**config.mk**
```make
export PLATFORM = sky130hd
export DESIGN_NAME = dma_transfer_ctrl_flat
export DESIGN_NICKNAME = d
export VERILOG_FILES = /design/src/rtl/dma_transfer_ctrl_if.sv /design/src/rtl/dma_transfer_ctrl.sv /design/src/flat_wrapper.sv
export SDC_FILE = /design/constraint.sdc
export NUM_CORES = 1
export LEC_CHECK = 0
export BUFFER_PORTS_ARGS = -buffer_cell sky130_fd_sc_hd__buf_2
export CAP_MARGIN = 0
export CELL_PAD_IN_SITES_DETAIL_PLACEMENT = 1
export CELL_PAD_IN_SITES_GLOBAL_PLACEMENT = 1
export CORE_MARGIN = 4
export CORE_UTILIZATION = 33
export CTS_CLUSTER_SIZE = 14
export DETAILED_ROUTE_END_ITERATION = 8
export GPL_TIMING_DRIVEN = 0
export PLACE_DENSITY = 0.77
export SYNTH_ARGS = -nofsm -noshare
export SYNTH_HDL_FRONTEND = slang
export SYNTH_SLANG_ARGS = --single-unit
```
**constraint.sdc**
```tcl
create_clock -name clk -period 2.24 [get_ports clk]
set_clock_uncertainty 0.2 [all_clocks]
set_input_delay 0.448 -clock clk [delete_from_list [all_inputs] [get_ports clk]]
set_output_delay 0.448 -clock clk [all_outputs]
set_load 0.005 [all_outputs]
```
**src/rtl/dma_transfer_ctrl_if.sv**
```systemverilog
// dma_transfer_ctrl_if: shared Data_bus, memory address/strobes, IO-device handshakes and bus arbitration
interface dma_transfer_ctrl_if #(parameter int DATA_W = 32, parameter int ADDR_W = 9);
    logic grant, bus_req;
    logic [DATA_W-1:0] data_in, data_out;
    logic data_oe;
    logic [ADDR_W-1:0] adress_bus;
    logic memWrite, IOWrite1, IOWrite2;
    logic Ack1, Ack2;
    logic [9:0] index;
    modport master (
        input grant, data_in, Ack1, Ack2,
        output bus_req, data_out, data_oe, adress_bus, memWrite, IOWrite1, IOWrite2, index
    );
    modport slave (
        output grant, data_in, Ack1, Ack2,
        input bus_req, data_out, data_oe, adress_bus, memWrite, IOWrite1, IOWrite2, index
    );
endinterface

```
**src/rtl/dma_transfer_ctrl.sv**
```systemverilog
// dma_transfer_ctrl: single-instruction DMA engine moving LEN words between memory and one of two IO devices
module dma_transfer_ctrl #(
    parameter int DATA_W = 32,
    parameter int ADDR_W = 9,
    parameter int LEN_W = 8,
    parameter int MEM_RD_LAT = 1,
    parameter int ACK_TIMEOUT = 255
) (
    input  logic clk,
    input  logic rst_n,
    input  logic instr_valid,
    input  logic [25:0] instruction,
    output logic busy,
    output logic done,
    output logic err,
    dma_transfer_ctrl_if.master bus
);
    localparam int TW = $clog2(ACK_TIMEOUT + 1);
    localparam int LW = $clog2(MEM_RD_LAT + 2);
    typedef enum logic [3:0] {IDLE, FIN_OK, FIN_ERR, REQ, WAIT_ACK, WR, RD, DRV, NEXT} state_t;
    state_t state, state_nx, start;
    logic to_io, dev, ack, tmo_hit, lat_done;
    logic [ADDR_W-1:0] addr;
    logic [LEN_W-1:0] cnt;
    logic [TW-1:0] tmo;
    logic [LW-1:0] lat;
    logic [DATA_W-1:0] dreg;
    logic [1:0] op_in;
    logic unused_rsvd;
    assign op_in = instruction[25:24];
    assign unused_rsvd = ^instruction[5:0];
    assign ack = dev ? bus.Ack2 : bus.Ack1;
    assign tmo_hit = tmo == TW'(ACK_TIMEOUT - 1);
    assign lat_done = lat == LW'(MEM_RD_LAT);
    assign start = to_io ? RD : WAIT_ACK;
    always_ff @(posedge clk or negedge rst_n) begin
        if (!rst_n) begin
            state <= IDLE;
            to_io <= 1'b0;
            dev <= 1'b0;
            addr <= '0;
            cnt <= '0;
            tmo <= '0;
            lat <= '0;
            dreg <= '0;
        end else begin
            state <= state_nx;
            if (state == IDLE && instr_valid) begin
                to_io <= instruction[25];
                dev <= instruction[23];
                addr <= instruction[22:14];
                cnt <= instruction[13:6];
            end
            if (state == NEXT) begin
                addr <= addr + 1'b1;
                cnt <= cnt - 1'b1;
            end
            if ((state == WAIT_ACK && ack) || (state == RD && lat_done))
                dreg <= bus.data_in;
            // timeout runs only while parked on a handshake; any exit clears it
            tmo <= (state_nx == state && (state == WAIT_ACK || state == DRV)) ? tmo + 1'b1 : '0;
            lat <= (state == RD && !lat_done) ? lat + 1'b1 : '0;
        end
    end
    always_comb begin
        state_nx = state;
        case (state)
            IDLE:     if (instr_valid) state_nx = &op_in ? FIN_ERR :
                                       (op_in == 2'b00 || instruction[13:6] == '0) ? FIN_OK : REQ;
            FIN_OK:   state_nx = IDLE;
            FIN_ERR:  state_nx = IDLE;
            REQ:      if (bus.grant) state_nx = start;
            WAIT_ACK: state_nx = ack ? WR : tmo_hit ? FIN_ERR : WAIT_ACK;
            WR:       state_nx = NEXT;
            RD:       if (lat_done) state_nx = DRV;
            DRV:      state_nx = ack ? NEXT : tmo_hit ? FIN_ERR : DRV;
            NEXT:     state_nx = cnt == LEN_W'(1) ? FIN_OK : bus.grant ? start : REQ;
            default:  state_nx = IDLE;
        endcase
        busy = state inside {REQ, WAIT_ACK, WR, RD, DRV, NEXT};
        done = state == FIN_OK;
        err = state == FIN_ERR;
        bus.bus_req = busy;
        // bus drivers are gated by grant so a mid-word grant loss never contends
        bus.data_oe = (state == WR || state == DRV) && bus.grant;
        bus.memWrite = state == WR && bus.grant;
        bus.IOWrite1 = state == DRV && !dev && bus.grant;
        bus.IOWrite2 = state == DRV && dev && bus.grant;
        bus.adress_bus = (state == WR || state == RD) ? addr : '0;
        bus.data_out = dreg;
        bus.index = {dev, 1'b0, addr[7:0]};
    end
endmodule

```
**src/flat_wrapper.sv**
```systemverilog
// flat-port wrapper written by rule: the top's interface ports become plain ports
module dma_transfer_ctrl_flat 
#(
    parameter int DATA_W = 32,
    parameter int ADDR_W = 9,
    parameter int LEN_W = 8,
    parameter int MEM_RD_LAT = 1,
    parameter int ACK_TIMEOUT = 255
)
  (clk, rst_n, instr_valid, instruction, busy, done, err, bus_grant, bus_data_in, bus_Ack1, bus_Ack2, bus_bus_req, bus_data_out, bus_data_oe, bus_adress_bus, bus_memWrite, bus_IOWrite1, bus_IOWrite2, bus_index);
  dma_transfer_ctrl_if #(.DATA_W(DATA_W), .ADDR_W(ADDR_W)) bus_i ();
  input  logic clk;
  input  logic rst_n;
  input  logic instr_valid;
  input  logic [25:0] instruction;
  output logic busy;
  output logic done;
  output logic err;
  input wire logic [$bits(bus_i.grant)-1:0] bus_grant;
  input wire logic [$bits(bus_i.data_in)-1:0] bus_data_in;
  input wire logic [$bits(bus_i.Ack1)-1:0] bus_Ack1;
  input wire logic [$bits(bus_i.Ack2)-1:0] bus_Ack2;
  output wire logic [$bits(bus_i.bus_req)-1:0] bus_bus_req;
  output wire logic [$bits(bus_i.data_out)-1:0] bus_data_out;
  output wire logic [$bits(bus_i.data_oe)-1:0] bus_data_oe;
  output wire logic [$bits(bus_i.adress_bus)-1:0] bus_adress_bus;
  output wire logic [$bits(bus_i.memWrite)-1:0] bus_memWrite;
  output wire logic [$bits(bus_i.IOWrite1)-1:0] bus_IOWrite1;
  output wire logic [$bits(bus_i.IOWrite2)-1:0] bus_IOWrite2;
  output wire logic [$bits(bus_i.index)-1:0] bus_index;
  assign bus_i.grant = bus_grant;
  assign bus_i.data_in = bus_data_in;
  assign bus_i.Ack1 = bus_Ack1;
  assign bus_i.Ack2 = bus_Ack2;
  assign bus_bus_req = bus_i.bus_req;
  assign bus_data_out = bus_i.data_out;
  assign bus_data_oe = bus_i.data_oe;
  assign bus_adress_bus = bus_i.adress_bus;
  assign bus_memWrite = bus_i.memWrite;
  assign bus_IOWrite1 = bus_i.IOWrite1;
  assign bus_IOWrite2 = bus_i.IOWrite2;
  assign bus_index = bus_i.index;
  dma_transfer_ctrl #(.DATA_W(DATA_W), .ADDR_W(ADDR_W), .LEN_W(LEN_W), .MEM_RD_LAT(MEM_RD_LAT), .ACK_TIMEOUT(ACK_TIMEOUT)) u_core (.clk(clk), .rst_n(rst_n), .instr_valid(instr_valid), .instruction(instruction), .busy(busy), .done(done), .err(err), .bus(bus_i));
endmodule
```
# Yosys cells after proc, flatten, opt, wreduce, memory -nomap -nowiden
# Index checks and enable logic that the tools add are counted.
# totals
ff_bits,65
latchBits,0
ramBits,0
romBits,0
inputBits,64
out_inout_bits,59
wordCells,69
n_memories,0
# classes
n_addsub,4
multipliers,0
div,0
n_lt_le_gt_ge,0
eq_ne,12
n_shift,0
muxes,21
bitwise_logic,0
n_reduce_logical,24
# op_table
op,count
4-bit 2-to-1 mux,8
4-bit case mux with 7 select lines,1
9-bit 2-to-1 mux,3
8-bit 2-to-1 mux,3
"4-bit by 3-bit equality test with 1-bit output, second input constant",4
1-bit logical AND,11
"9-bit by 1-bit adder with 9-bit output, second input constant",1
"8-bit by 1-bit adder with 8-bit output, second input constant",1
"4-bit by 2-bit equality test with 1-bit output, second input constant",2
"8-bit by 1-bit equality test with 1-bit output, second input constant",1
"8-bit equality test, second input constant",1
8-bit zero test,1
"8-bit by 1-bit subtractor with 8-bit output, second input constant",1
2-bit 2-to-1 mux,3
3-bit 2-to-1 mux,2
6-bit nonzero test,1
1-bit logical OR,5
"4-bit by 1-bit equality test with 1-bit output, second input constant",1
4-bit equality test,1
"4-bit equality test, second input constant",1
4-bit zero test,1
"2-bit by 1-bit adder with 2-bit output, second input constant",1
"2-bit by 1-bit equality test with 1-bit output, second input constant",1
1-bit zero test,2
other kinds (4),4

# Logic depth before layout (Yosys ltp)
# logic_depth
word_depth,9
depth_mapped,7
mapped_depth_nobuf,6

# Worst setup path before layout
# OpenSTA, ideal clock, no wires.
# synth_path
kind,reg2out
start,reg u_core.state[2]
end,out busy
arrival_time_ns,1.618
required_ns,1.592
slack_ns,-0.026
path_stages_with_launch,7
n_path_buf,4
cell_sequence,dfrtp_1 > buf_2 > or4b_1 > buf_2 > clkbuf_1 > o21ai_0 > buf_4
# synth_via
elab_chain_cells,2
word_cells_on_any_way,7
classes_between,6 x eq/ne; 1 x reduce/logical
# synth_lines
item,line,rtl
"start, declared",dma_transfer_ctrl.sv:21,"state_t state, state_nx, start;"
"start signal, assigned",dma_transfer_ctrl.sv:47,state <= state_nx;
"4-bit by 2-bit equality test with 1-bit output, or another cell as far along",dma_transfer_ctrl.sv:80,"busy = state inside {REQ, WAIT_ACK, WR, RD, DRV, NEXT};"
6-bit nonzero test *,dma_transfer_ctrl.sv:80,
"end, declared",flat_wrapper.sv:16,output logic busy;
# Mark *: on every way between the ends. The rest lies on a longest branch, timed or not.

# Final worst setup path
# Ends and elaborated chain as after synthesis.

==> impl_metrics.csv <==
group,metric,value,unit
synthesis,synth_nets,371,
routing,drtAntennaViolNets,0,
synthesis,synth-compound-area-share,0.122,
clocking,cts_buffers,9,
synthesis,synth-seq-area-share,0.498,
setup_path,crit_required,1.59,ns
sta,setup_violations,37,
sta,worstMarginPinSlew,0.836,ns
clocking,clock_sinks,65,
global_route,met1_usage,0.204,
routing,vias,3067,
sta,finalCriticalPeriod,2.38,ns
power_and_ir_drop,clockPowerShare,0.215,
floorplanning,coreArea,9730,um2
clocking,clockBufferDepth,2,
floorplanning,start_util,0.336,
global_route,top_usage_layer,"met2",
cells_and_area,nets,527,
sta,worst_slack,-0.136,ns
synthesis,async_flop_share,1.00,
power_and_ir_drop,switchingPower,2070,uW
global_route,grt_pass1_wl,16.3,mm
global_route,antenna_found_initial,0,
global_route,first_global_vias,3257,
global_route,grt_use_total,0.180,
hold_path,hold_path.class,"in -> async",
power_and_ir_drop,leakagePower,0.00223,uW
synthesis,synth.distinct_cells,55,
synthesis,synth_seq_cells,65,
clocking,path_clk_slew,0.08,ns
setup_path,endpoint_kind,"output pin",
routing,drt_iter0_drc,101,
status,violations,"hold timing, setup timing",
synthesis,yosysWarnings,0,
placed_design,io_buffers,115,
setup_path,critPathArrivalTime,1.73,ns
clocking,insertion_delay,0.35,ns
setup_path,path_class,"reg -> out",
cells_and_area,n_antenna_cell,0,
cells_and_area,final_common_cell,"buf_2",
status,status,"finished, violations left",
sta,holdWs,-0.0225,ns
cells_and_area,syn_to_final_growth,47.5,%
synthesis,synth-edff-count,0,
global_route,grt_overflow,0,
synthesis,yosysTopAreaCell,"dfrtp_1",
global_route,grt_max_degree,66,
synthesis,synthAdderAreaFrac,0.0260,
global_route,grt_use_met2,0.325,
clocking,cts_hold_buffers,0,
placed_design,globalplace.congestion,0.849,
routing,wl_per_cell,18.9,um
power_and_ir_drop,seqPwrFrac,0.359,
power_and_ir_drop,ir_drop,0.496,mV
synthesis,netlist_area,3270,um2
synthesis,synth_ff_type,"dfrtp_1",
clocking,clock-root-buffer,"clkbuf_8",
cells_and_area,final_cell_mix,"buf_2 (109), dfrtp_1 (64), buf_4 (38)",
synthesis,synth-simple-area-share,0.162,
sta,hold_viol_final,7,
cells_and_area,layout-drive-gt1-share,0.526,
global_route,use_met3,0.0402,
setup_path,cp_max_fo,2,
synthesis,synth_top_family_by_area,"simple AND/OR/NAND/NOR gates",
power_and_ir_drop,internal_power,3730,uW
job,drv_cap,0,
synthesis,synth.mux.area_fraction,0.113,
sta,fin_crit_sh,1.06,
routing,dr.pass1.iters,4,
synthesis,synth_top_area_frac,0.498,
routing,route.final.wire_length,11.2,mm
floorplanning,rows,36,
sta,setup_tns,-1.50,ns
floorplanning,fp.dieArea,11600,um2
routing,drcViolationCount,0,
clocking,cts_tree,"yes",
routing,vias_per_cell,5.15,
setup_path,critPathLaunchType,"flop",
floorplanning,die_h,108,um
sta,rsz0062_at_grt,"yes",
placed_design,dp_hpwl,7.05,mm
power_and_ir_drop,switching_share,0.357,
synthesis,ys_top_cells_by_area,"dfrtp_1 (50%), mux2_2 (9.3%), a21oi_1 (3.4%)",
clocking,ctsHtreeMaxLevel,3,
synthesis,synthXorXnorAreaFrac,0.0161,
sta,max_freq,421,MHz
power_and_ir_drop,power.density,1200,nW/um2
floorplanning,dieWidth,108,um
power_and_ir_drop,p_comb_frac,0.427,
setup_path,r2r_setup_slack,-0.05,ns
synthesis,postSynthCellCount,301,
floorplanning,ios,123,
synthesis,synth.avg_cell_area,10.9,um2
sta,maxSlewViolCount,0,
sta,slew_headroom,0.443,
-- cell usage after synthesis, types with 2 or more instances --
cell type / n
and2_1: 12
inv_1: 8
buf_4: 13
xor2_1: 5
nand2b_1: 2
and3_1: 3
a211oi_1: 6
nand2_1: 24
mux2_1: 5
o22ai_1: 2
mux2_2: 27
o211ai_1: 3
nor2_1: 16
o21ai_0: 5
a311oi_1: 3
a31oi_1: 2
nand4_1: 2
nor3_1: 11
buf_2: 5
dfrtp_1: 65
buf_6: 3
o31ai_1: 2
nand3_1: 8
a21oi_1: 22
nor4_1: 7
clkbuf_1: 4
nor4b_1: 2
ha_1: 6
or4b_1: 2
-- critical path, cell delays in order (launching register included) --
cell and delay (ns):
dfrtp_1 0.41, buf_6 0.13, or4b_4 0.55, o21ai_4 0.09, buf_6 0.11, buf_6 0.09
-- flip-flops by register name, summed over array words and instances, names as in the netlist --
name                 flops
u_core.addr              9
u_core.bus.data_out     32
u_core.cnt               8
u_core.dev               1
u_core.lat               2
u_core.state             4
u_core.tmo               8
u_core.to_io             1
-- area by class of cell --
type | count | area, um2
clock buffer | 10 | 128
sequential | 65 | 1630
timing repair buffer | 149 | 947
multi-input combinational | 204 | 1610
fill | 1127 | 4910
clock inverter | 6 | 115
tap | 133 | 166
buffer | 20 | 189
inverter | 8 | 38.8
-- power groups by stage --
stage | clock network [uW] | registers (uW) | logic, uW
6_report | 1240 | 2080 | 2470
5_1_grt | 1320 | 2150 | 2680
4_1_cts | 1260 | 2050 | 2270
3_5_place_dp | 0 | 2070 | 1950
3_3_place_gp | 0 | 2020 | 1870
2_1_floorplan | 0 | 2010 | 1140
-- kinds of logic (layout without fill, tap and decap cells) --
group / Yosys count / count (layout)
adders and majority gates: 7 / 7
other: 1 / 1
buffers and inverters: 33 / 193
and+or+nand+nor: 99 / 99
DFF: 65 / 65
muxes: 33 / 33
AOI/OAI and AO/OA: 57 / 58
xor gates and xnor gates: 6 / 6
-- routing by layer --
metal  up-vias  wire (um)
met4         0        362
met3        32        467
met1      1558       4470
met2        80       5930
met5         -          0
li1       1397          -
-- metrics by stage --
stage                     setup WS [ns]   util  power, uW  area (um2)  std cells
final                            -0.136  0.495       5800        4820        595
after global placement           -0.216  0.413       3890        4010        549
after detailed placement         -0.238  0.413       4020        4020        549
after floorplan                  0.0431      -       3160        3270        301
after CTS                        -0.283  0.472       5580        4590        587
after global routing             -0.225  0.495       6150        4820        595
-- path summary, 6_finish.rpt --
kind / from / to / cells past startpoint
min: rst_n / u_core.bus.data_out[23] / 1
max in group asynchronous: rst_n / u_core.state[1] / 1
min in group clk: bus_data_in[1] / u_core.bus.data_out[1] / 2
max: u_core.state[2] / busy / 5
min reg2reg: u_core.lat[0] / u_core.lat[0] / 1
max reg2reg: u_core.state[0] / u_core.state[1] / 11
-- what timing repair did --
item	4_1_cts	5_1_grt
resized for setup	41	30
setup endpoints to repair	71	59
endpoints found under the hold margin	0	0
gates cloned	1	3
setup buffers	22	9
pin swaps	11	15
Power figures use the tool's default switching activity.
